==> src/rtl/pattern_recog_pkg.sv <==
// Shared types and defaults for the parametrised serial pattern detector.
//   state_t    : detector FSM encoding (IDLE/FILL/HUNT)
//   PAT_W_DEF  : default pattern length
//   CNT_W_DEF  : default match counter width
package pattern_recog_pkg;

    typedef enum logic [1:0] {
        IDLE = 2'd0,
        FILL = 2'd1,
        HUNT = 2'd2
    } state_t;

    localparam int PAT_W_DEF = 7;
    localparam int CNT_W_DEF = 8;

endpackage

==> src/rtl/pattern_recog_param_if.sv <==
// Bus between a bit sampler / control block (master) and the pattern
// detector (slave).
//   start, stop, cnt_clr   : control pulses from master
//   cfg_pattern/overlap    : run-time configuration, sampled on start
//   cfg_mask               : care mask, only present with PATDET_MASK_EN
//   din_valid, din         : qualified serial bit stream
//   match, match_cnt, busy : detector status back to master
interface pattern_recog_param_if
    import pattern_recog_pkg::*;
#(
    parameter int PAT_W = PAT_W_DEF,
    parameter int CNT_W = CNT_W_DEF
);
    logic             start;
    logic             stop;
    logic             cnt_clr;
    logic [PAT_W-1:0] cfg_pattern;
    logic             cfg_overlap;
`ifdef PATDET_MASK_EN
    logic [PAT_W-1:0] cfg_mask;
`endif
    logic             din_valid;
    logic             din;
    logic             match;
    logic [CNT_W-1:0] match_cnt;
    logic             busy;

    modport master (
        output start, stop, cnt_clr, cfg_pattern, cfg_overlap,
`ifdef PATDET_MASK_EN
        output cfg_mask,
`endif
        output din_valid, din,
        input  match, match_cnt, busy
    );

    modport slave (
        input  start, stop, cnt_clr, cfg_pattern, cfg_overlap,
`ifdef PATDET_MASK_EN
        input  cfg_mask,
`endif
        input  din_valid, din,
        output match, match_cnt, busy
    );
endinterface

==> src/rtl/pattern_recog_param_sat_counter.sv <==
// Saturating up-counter holding the detector match count.
//   clk, rstn : clock, async active-low reset
//   inc       : add one (ignored once at all-ones)
//   clr       : synchronous clear, wins over inc
//   count     : current value
module sat_counter #(
    parameter int WIDTH = 8
) (
    input  logic             clk,
    input  logic             rstn,
    input  logic             inc,
    input  logic             clr,
    output logic [WIDTH-1:0] count
);
    always_ff @(posedge clk or negedge rstn) begin
        if (!rstn) begin
            count <= '0;
        end else if (clr) begin
            count <= '0;
        end else if (inc && (count != '1)) begin
            count <= count + WIDTH'(1);
        end
    end
endmodule

==> src/rtl/pattern_recog_param.sv <==
// Parametrised serial bit-pattern detector.
// Shifts in qualified bits, compares the newest PAT_W bits against a pattern
// captured on start, pulses match for one cycle per hit and counts hits in a
// saturating counter. Overlapping hits are optional at run time.
// Ports:
//   clk   : system clock, rising edge
//   rstn  : asynchronous active-low reset
//   bus   : pattern_recog_param_if.slave (control, config, data, status)
// Build option:
//   PATDET_MASK_EN : adds cfg_mask (1 = care bit) to the compare; when
//                    undefined the compare is exact on all PAT_W bits.
//
// state | meaning
// IDLE  | stopped, din ignored
// FILL  | fewer than PAT_W valid bits held since start/last non-overlap hit
// HUNT  | window full, every valid bit is compared
module pattern_recog_param
    import pattern_recog_pkg::*;
#(
    parameter int PAT_W = PAT_W_DEF,
    parameter int CNT_W = CNT_W_DEF
) (
    input  logic                 clk,
    input  logic                 rstn,
    pattern_recog_param_if.slave bus
);
    localparam int FILL_W = $clog2(PAT_W + 1);
    localparam logic [FILL_W-1:0] FILL_LAST = FILL_W'(PAT_W - 1);
    localparam logic [FILL_W-1:0] FILL_FULL = FILL_W'(PAT_W);

    state_t            state;
    // Only the newest PAT_W-1 bits are ever needed: the incoming bit completes the window.
    logic [PAT_W-2:0]  sr;
    logic [FILL_W-1:0] fill_cnt;
    logic [PAT_W-1:0]  pat_q;
    logic              overlap_q;
`ifdef PATDET_MASK_EN
    logic [PAT_W-1:0]  mask_q;
`endif
    logic              match_q;
    logic              busy_q;

    logic [PAT_W-1:0]  window;
    logic              take_bit;
    logic              win_eq;
    logic              hit;

    assign window   = {sr, bus.din};
    // start and stop both discard the bit presented in their cycle.
    assign take_bit = (state != IDLE) && bus.din_valid && !bus.start && !bus.stop;
`ifdef PATDET_MASK_EN
    assign win_eq   = ((window ^ pat_q) & mask_q) == '0;
`else
    assign win_eq   = (window == pat_q);
`endif
    assign hit      = take_bit && (fill_cnt >= FILL_LAST) && win_eq;

    always_ff @(posedge clk or negedge rstn) begin
        if (!rstn) begin
            state     <= IDLE;
            sr        <= '0;
            fill_cnt  <= '0;
            pat_q     <= '0;
            overlap_q <= 1'b0;
`ifdef PATDET_MASK_EN
            mask_q    <= '0;
`endif
            match_q   <= 1'b0;
            busy_q    <= 1'b0;
        end else begin
            match_q <= hit;
            if (bus.start) begin
                pat_q     <= bus.cfg_pattern;
                overlap_q <= bus.cfg_overlap;
`ifdef PATDET_MASK_EN
                mask_q    <= bus.cfg_mask;
`endif
                sr        <= '0;
                fill_cnt  <= '0;
                state     <= FILL;
                busy_q    <= 1'b1;
            end else if (bus.stop) begin
                sr        <= '0;
                fill_cnt  <= '0;
                state     <= IDLE;
                busy_q    <= 1'b0;
            end else if (take_bit) begin
                sr <= window[PAT_W-2:0];
                if (hit && !overlap_q) begin
                    fill_cnt <= '0;
                    state    <= FILL;
                end else if (fill_cnt >= FILL_LAST) begin
                    fill_cnt <= FILL_FULL;
                    state    <= HUNT;
                end else begin
                    fill_cnt <= fill_cnt + FILL_W'(1);
                    state    <= FILL;
                end
            end
        end
    end

    assign bus.match = match_q;
    assign bus.busy  = busy_q;

    sat_counter #(
        .WIDTH (CNT_W)
    ) u_match_cnt (
        .clk   (clk),
        .rstn  (rstn),
        .inc   (hit),
        .clr   (bus.cnt_clr),
        .count (bus.match_cnt)
    );
endmodule

==> src/flat_wrapper.sv <==
// flat-port wrapper written by rule: the top's interface ports become plain ports
module pattern_recog_param_flat import pattern_recog_pkg::*;
#(
    parameter int PAT_W = PAT_W_DEF,
    parameter int CNT_W = CNT_W_DEF
)
  (clk, rstn, bus_start, bus_stop, bus_cnt_clr, bus_cfg_pattern, bus_cfg_overlap, bus_din_valid, bus_din, bus_match, bus_match_cnt, bus_busy);
  pattern_recog_param_if #(.PAT_W(PAT_W), .CNT_W(CNT_W)) bus_i ();
  input  logic clk;
  input  logic rstn;
  input wire logic [$bits(bus_i.start)-1:0] bus_start;
  input wire logic [$bits(bus_i.stop)-1:0] bus_stop;
  input wire logic [$bits(bus_i.cnt_clr)-1:0] bus_cnt_clr;
  input wire logic [$bits(bus_i.cfg_pattern)-1:0] bus_cfg_pattern;
  input wire logic [$bits(bus_i.cfg_overlap)-1:0] bus_cfg_overlap;
  input wire logic [$bits(bus_i.din_valid)-1:0] bus_din_valid;
  input wire logic [$bits(bus_i.din)-1:0] bus_din;
  output wire logic [$bits(bus_i.match)-1:0] bus_match;
  output wire logic [$bits(bus_i.match_cnt)-1:0] bus_match_cnt;
  output wire logic [$bits(bus_i.busy)-1:0] bus_busy;
  assign bus_i.start = bus_start;
  assign bus_i.stop = bus_stop;
  assign bus_i.cnt_clr = bus_cnt_clr;
  assign bus_i.cfg_pattern = bus_cfg_pattern;
  assign bus_i.cfg_overlap = bus_cfg_overlap;
  assign bus_i.din_valid = bus_din_valid;
  assign bus_i.din = bus_din;
  assign bus_match = bus_i.match;
  assign bus_match_cnt = bus_i.match_cnt;
  assign bus_busy = bus_i.busy;
  pattern_recog_param #(.PAT_W(PAT_W), .CNT_W(CNT_W)) u_core (.clk(clk), .rstn(rstn), .bus(bus_i));
endmodule
==> config.mk <==
export PLATFORM = sky130hd
export DESIGN_NAME = pattern_recog_param_flat
export DESIGN_NICKNAME = d
export VERILOG_FILES = /design/src/rtl/pattern_recog_pkg.sv /design/src/rtl/pattern_recog_param_if.sv /design/src/rtl/pattern_recog_param_sat_counter.sv /design/src/rtl/pattern_recog_param.sv /design/src/flat_wrapper.sv
export SDC_FILE = /design/constraint.sdc
export NUM_CORES = 1
export LEC_CHECK = 0
export BUFFER_PORTS_ARGS = -buffer_cell sky130_fd_sc_hd__buf_2
export CAP_MARGIN = 5
export CORE_MARGIN = 1.5
export CORE_UTILIZATION = 30
export DETAILED_ROUTE_END_ITERATION = 16
export PLACE_DENSITY = 0.59
export SETUP_SLACK_MARGIN = 0.5
export SYNTH_ARGS = -nofsm -noshare
export SYNTH_HDL_FRONTEND = slang
export SYNTH_SLANG_ARGS = --single-unit
==> constraint.sdc <==
create_clock -name clk -period 3.2 [get_ports clk]
set_clock_uncertainty 0.15 [all_clocks]
set_input_delay 0.16 -clock clk [delete_from_list [all_inputs] [get_ports clk]]
set_output_delay 0.16 -clock clk [all_outputs]
set_load 0.005 [all_outputs]
==> impl_results.md, run 1 <==
- Buf+Inv Stages, Crit Path: 2
- Leak Pwr: 0.8164 nW
- Worst path top cell family by delay: simple AND/OR/NAND/NOR gates
- Placement Setup Slack: 1006 ps
- CP cell instances: dlygate4sd3_1 > buf_2 > xor2_1 > nor4_4 > nand4_2 > nor3_1 > mux2_2
- Top FF cell, synth: dfrtp_1
- Area contributors post-synth: dfrtp_1, mux2_2, xor2_1
- CTS tree: built
- RD Place Congestion: 0.8227
- GRT Total Usage: 0.1285
- Synth area leader: dfrtp_1
- Die area: 5182 sq um
- Synth Cell Area: 1428 sq um
- Crit path depth: 7
- DP Wirelength: 2.127 mm
- Outcome: finished clean
- Post-synth EDFFs: 0
- # Max-Cap Violations: 0
- XOR/XNOR share of the synthesized area: 0.04908
- Multi-input gate area: 675.6 sq um
- Grt total ovfl: 0
- Worst setup EP type: flip-flop
- Final Setup Violations: 0
- FF-to-FF path depth: 5
- Average vias per placed instance: 4.921
- Data required time of the critical path: 3210 ps
- Core area: 4474 sq um
- Setup ws final: 1066 ps
- Final hold violation count: 0
- First-pass GRT wire length: 5.030 mm
- Post CTS Setup Buffer Count: 0
- Fin util: 0.3974
- Clk Latency, worst-skew pair: 280 ps
- Vias: 1117
- Initial antenna violation count: 0
- Seq cells post-synth: 29
- Seq. cell area: 725.7 sq um
- Drt initial violations: 48
- Max Fclk: 468.5 MHz
- Final Cycle Share: 0.6670
- Area growth syn-to-layout: 24.54%
- Fraction of layout cells with a size suffix above 1: 0.2457
- Fillers: 431
- Max-slew headroom: 0.5615
- Hold_buf cts: 10
- Synth Area in Compound Gates: 0.1174
- Max clock buf depth: 2
- Synth Area in Simple Gates: 0.2042
- Design Area, Final: 1778 sq um
- Avg WL per Cell: 12.75 um
- Hold Path Cell Cnt: 2
- Clock tree sinks: 29
- VDD IR-drop max: 0.1504 mV
- Die width: 71.99 um
- Number of global-route vias before repair: 1121
- Synth Net Count: 154
- Antenna cells: 0
- Synth top area share: 0.5083
- Post-CTS resize count: 0
- Area after DPL: 1598 sq um
- Number of H-tree levels: 2
- Adder-cell share of the synthesized area: 0.01753
- Routed Antenna Nets: 0
- Residual DRC: 0
- IO Count: 25
- Max stage delay on crit path: 520 ps
- Rows: 24
- Total CTS buffers: 5
- Final Net Count: 191
- Post-Syn Instances: 137
- Max-slew violations: 0
- Ys Warns: 0
- Hold Path Class: input port to flip-flop
- Critical Path Source Type: input port
- Routed wire length: 2.895 mm
- Minimum clock period: 2135 ps
- Critical path class: input port to flip-flop
- Die height: 71.99 um
- Pin count of the biggest net entering global routing: 30
- Largest family of logic cells by synthesized area: simple AND/OR/NAND/NOR gates
- Synth cell types: 33
- Crit path max fanout: 5
- FFs w/ async S/R, synth: 1.000
- Sequential area share after synthesis: 0.5083
- RSZ-0062 raised after global routing: false
- Mux cell area share after synthesis: 0.08501
- Mapped Avg Cell Area: 10.42 sq um
- Initial core utilization: 0.3191
- Setup_tns: 0 ps
- Crit path arrival time: 2150 ps
- First-pass iteration count of the detailed router: 4
- PD cells: 421.5 nW/um^2
- Buffers on Ports: 24
- Crit path max-delay cell type: dlygate4sd3_1
- Tightest Pin Transition: 657.7 ps
- Worst-path clk slew: 60 ps
- CTS root buf: clkbuf_8
[routing by layer]
| metal | wire [um] | GRT usage | vias to the layer above |
|---|---|---|---|
| met5 | 0 | 0 | - |
| met3 | 106 | 0.03611 | 6 |
| met1 | 1342 | 0.1517 | 535 |
| li1 | - | - | 556 |
| met4 | 77 | 0.07338 | 0 |
| met2 | 1368 | 0.2099 | 20 |
[synthesized netlist by cell type (2+ instances only)]
master and number:
ha_1 2, xor2_1 8, nand3_1 3, o21ai_0 5, mux2_2 9, dfrtp_1 29, and3_1 2, nand2_1 18
a21o_1 2, nor4_4 2, clkbuf_1 3, a21oi_1 12, a32o_1 2, nor2_1 11, nand2b_1 2, nand4_1 3
inv_1 3, or3_1 3, nor2b_1 3, mux2i_1 2
[flip-flops by register name (all words and copies together), names as in the netlist]
| signal | count |
|---|---|
| u_core.bus.busy | 1 |
| u_core.u_match_cnt.count | 8 |
| u_core.sr | 6 |
| u_core.bus.match | 1 |
| u_core.pat_q | 7 |
| u_core.fill_cnt | 3 |
| u_core.state | 2 |
| u_core.overlap_q | 1 |
[placed cells by master (no fill, tap or decap), drive strengths merged]
master / n
a211oi: 1
a21o: 2
a21oi: 12
a31oi: 1
a32o: 2
and2: 1
and3: 2
buf: 24
clkbuf: 8
dfrtp: 29
dlygate4sd3: 10
ha: 2
inv: 3
mux2: 9
mux2i: 2
nand2: 18
nand2b: 2
nand3: 3
nand4: 4
nor2: 11
nor2b: 3
nor3: 1
nor4: 2
o2111ai: 1
o21a: 1
o21ai: 6
o41ai: 1
or2: 2
or3: 3
or4: 1
xor2: 8
[area by class of cell]
class	instances	share of cell area
sequential	29	0.4082
multi-input combinational	101	0.3800
timing repair buffer	34	0.1239
clock buffer	8	0.04504
tap	52	0.03659
inverter	3	0.006334
[stage by stage]
step	power, mW	cells	hold WS (ps)
6_report	0.7494	227	25.48
2_1_floorplan	0.4377	137	-285.6
3_3_place_gp	0.4630	209	65.94
4_1_cts	0.7624	227	17.09
5_1_grt	0.7867	227	40.13
3_5_place_dp	0.4658	209	83.22
[logic make-up (layout without fill, tap and decap cells)]
| family | Yosys count | in the layout |
|---|---|---|
| and+or+nand+nor | 53 | 53 |
| DFF | 29 | 29 |
| xor gates and xnor gates | 8 | 8 |
| adders and majority gates | 2 | 2 |
| muxes | 11 | 11 |
| AOI/OAI and AO/OA | 27 | 27 |
| buffers and inverters | 7 | 45 |
[report_power, final]
part	leakage [nW]	internal, mW	switching (mW)
Sequential	0.380	0.380	0.00982
Combinational	0.397	0.0352	0.0422
Clock	0.0395	0.154	0.128
Total	0.816	0.569	0.180
[final timing paths]
path                       slack, ps             from                           to
min in group asynchronous        300             rstn              u_core.pat_q[5]
max                             1070          bus_din  u_core.u_match_cnt.count[7]
min reg2reg                      330  u_core.bus.busy              u_core.bus.busy
min                               30      bus_cnt_clr  u_core.u_match_cnt.count[4]
max in group asynchronous       2180             rstn  u_core.u_match_cnt.count[6]
max reg2reg                     1160  u_core.pat_q[4]  u_core.u_match_cnt.count[7]
[worst register-to-register path: stages (launching register included)]
cell and delay, ps:
dfrtp_1 390, xor2_1 210, nor4_4 390, nand4_2 190, nor3_1 260, mux2_2 350
No activity file was read; power rests on OpenSTA's default activity.
==> run 2: changes to the inputs <==
PLACE_DENSITY = 0.61   (was 0.59)
clock period = 1.85 ns   (was 3.2 ns; I/O delays follow)
==> run 2 against run 1 <==
  * The run now ends with setup timing left
  * Cell area is 12% higher
  * Non-clock buffer count is 23 higher
  * Hold slack worse by 17 ps
  * Sequential share of layout area is 4.5 points lower
  * Register-to-register slack worse by 1200 ps
  * Setup slack worse by 1100 ps
  * Largest cell class unchanged
==> impl_results.md, run 2 (synthesized netlist as in run 1, its figures left out) <==
- Crit path max-delay cell type: dfrtp_1
- Clock tree sinks: 29
- Most flop-heavy register: u_core.u_match_cnt.count
- Largest register FFs: 8
- Total CTS buffers: 5
- IO Count: 25
- Setup ws final: -55.52 ps
- Net Sw Power: 320.6 uW
- Clk Latency, worst-skew pair: 280 ps
- Routed Antenna Nets: 0
- Crit path arrival time: 1920 ps
- Vias: 1207
- VDD IR-drop max: 0.5097 mV
- Number of H-tree levels: 2
- Final hold violation count: 0
- Buffers on Ports: 24
- Max Fclk: 524.8 MHz
- Max clock buf depth: 2
- Pint: 1.031 mW
- Crit path max fanout: 5
- Hold Path Class: input port to flip-flop
- Final Net Count: 214
- Biggest regs: u_core.u_match_cnt.count (8), u_core.pat_q (7), u_core.sr (6)
- RSZ-0062 raised after global routing: true
- First-pass iteration count of the detailed router: 4
- Clock share of power: 0.385
- CTS root buf: clkbuf_8
- Multi-input gate area: 709.4 sq um
- CTS tree: built
- Most common cell after layout, fill and taps aside: dfrtp_1
- Minimum clock period: 1906 ps
- Final Cycle Share: 1.030
- Outcome: complete, but fails checks
- Leak Pwr: 0.9354 nW
- Drt initial violations: 58
- Avg WL per Cell: 12.70 um
- # Max-Cap Violations: 0
- Post CTS Setup Buffer Count: 0
- Fillers: 460
- DP Wirelength: 2.193 mm
- Area growth syn-to-layout: 39.97%
- Critical path class: flip-flop to flip-flop
- Comb pwr share: 0.117
- RD Place Congestion: 0.7700
- FF-to-FF path depth: 5
- Critical Path Source: u_core.pat_q[3]
- First-pass GRT wire length: 5.326 mm
- DP Cell Count: 229
- Area after DPL: 1753 sq um
- CP cell instances: xor2_2 > nor4_4 > nand4_2 > nor3_2 > mux2_4
- Final Setup Violations: 4
- Max-slew headroom: 0.5749
- Initial antenna violation count: 0
- Violated checks: setup timing
- Grt total ovfl: 0
- Routed wire length: 3.163 mm
- Most frequent cells in the layout: dfrtp_1, buf_2, buf_4
- Overall Power: 1.352 mW
- Tightest Pin Transition: 637.7 ps
- Reg2Reg Setup Slack: -60 ps
- Initial core utilization: 0.3191
- HP Start: bus_cnt_clr
- Core area: 4474 sq um
- Final non-filler cell total: 249
- Data required time of the critical path: 1870 ps
- Share of total power in sequential cells: 0.498
- Rows: 24
- Critical Path Source Type: flip-flop
- Die area: 5182 sq um
- Hold Path Cell Cnt: 4
- GRT Total Usage: 0.1344
- Design Area, Final: 1998 sq um
- Number of global-route vias before repair: 1104
- Worst setup EP type: flip-flop
- Max-slew violations: 0
- Fraction of layout cells with a size suffix above 1: 0.3401
- Fin util: 0.4466
- PD cells: 676.6 nW/um^2
- Switching Fraction: 0.2371
- FF-to-FF End: u_core.u_match_cnt.count[7]
- Pin count of the biggest net entering global routing: 30
- Worst r2r src: u_core.pat_q[3]
- Die width: 71.99 um
- Max stage delay on crit path: 400 ps
- Seq. cell area: 725.7 sq um
- Die height: 71.99 um
- Average vias per placed instance: 4.847
- Worst-path clk slew: 60 ps
- Residual DRC: 0
- Hold Path Sink: u_core.u_match_cnt.count[3]
- Antenna cells: 0
run 2: cell types whose count changed in the layout (fill, tap and decap cells not counted), moves of 2 or more:
| cell | delta |
|---|---|
| buf_4 | +20 |
| clkbuf_1 | -2 |
| dlygate4sd3_1 | +3 |
| o21ai_0 | -2 |
| o21ai_1 | +2 |
run 2: how the worst max path moves through the flow:
stage | endpoint | depth (start not counted)
6_report | u_core.u_match_cnt.count[7] | 5
5_1_grt | u_core.u_match_cnt.count[2] | 5
4_1_cts | u_core.u_match_cnt.count[7] | 5
3_5_place_dp | u_core.u_match_cnt.count[7] | 5
3_3_place_gp | u_core.u_match_cnt.count[7] | 5
2_1_floorplan | u_core.u_match_cnt.count[7] | 5
run 2: metal layers:
metal / part of all wire / track usage
met1: 0.49 / 0.1797
met2: 0.43 / 0.2047
met3: 0.056 / 0.03750
met4: 0.017 / 0.05660
met5: 0 / 0
run 2: layout make-up:
type                    instances  share of cell area
well taps                      52             0.03256
clock buffers                   7             0.04321
multi-input cells             101              0.3550
inverters                       3            0.005636
flip-flops and latches         29              0.3632
repair buffers                 57              0.2004
run 2: power groups by stage:
stage / combinational, mW / clock, mW / sequential [mW]
final: 0.158 / 0.521 / 0.674
after global routing: 0.175 / 0.566 / 0.677
after CTS: 0.160 / 0.538 / 0.673
after detailed placement: 0.137 / 0 / 0.685
after global placement: 0.136 / 0 / 0.684
after floorplan: 0.0761 / 0 / 0.681
run 2: through the flow:
step / setup WS, ps / setup TNS (ps) / hold WS (ps)
final: -55.52 / -119.0 / 8.605
after global routing: -163.4 / -830.1 / 62.63
after CTS: -66.47 / -157.1 / 0.5845
after detailed placement: -58.37 / -184.8 / 12.56
after global placement: -28.42 / -124.2 / 13.75
after floorplan: 1.800 / 0 / -353.1
run 2: timing repair:
action,in CTS,in global routing
endpoints found under the setup margin,14,14
endpoints found under the hold margin,45,0
pin swaps,2,1
gates resized for setup,4,2
hold buffers,13,0
run 2: critical path: cells and delay by family (launching register included):
| family | cells | cell delay [ps] |
|---|---|---|
| DFF | 1 | 400 |
| muxes | 1 | 320 |
| xor gates and xnor gates | 1 | 200 |
| and+or+nand+nor | 3 | 720 |
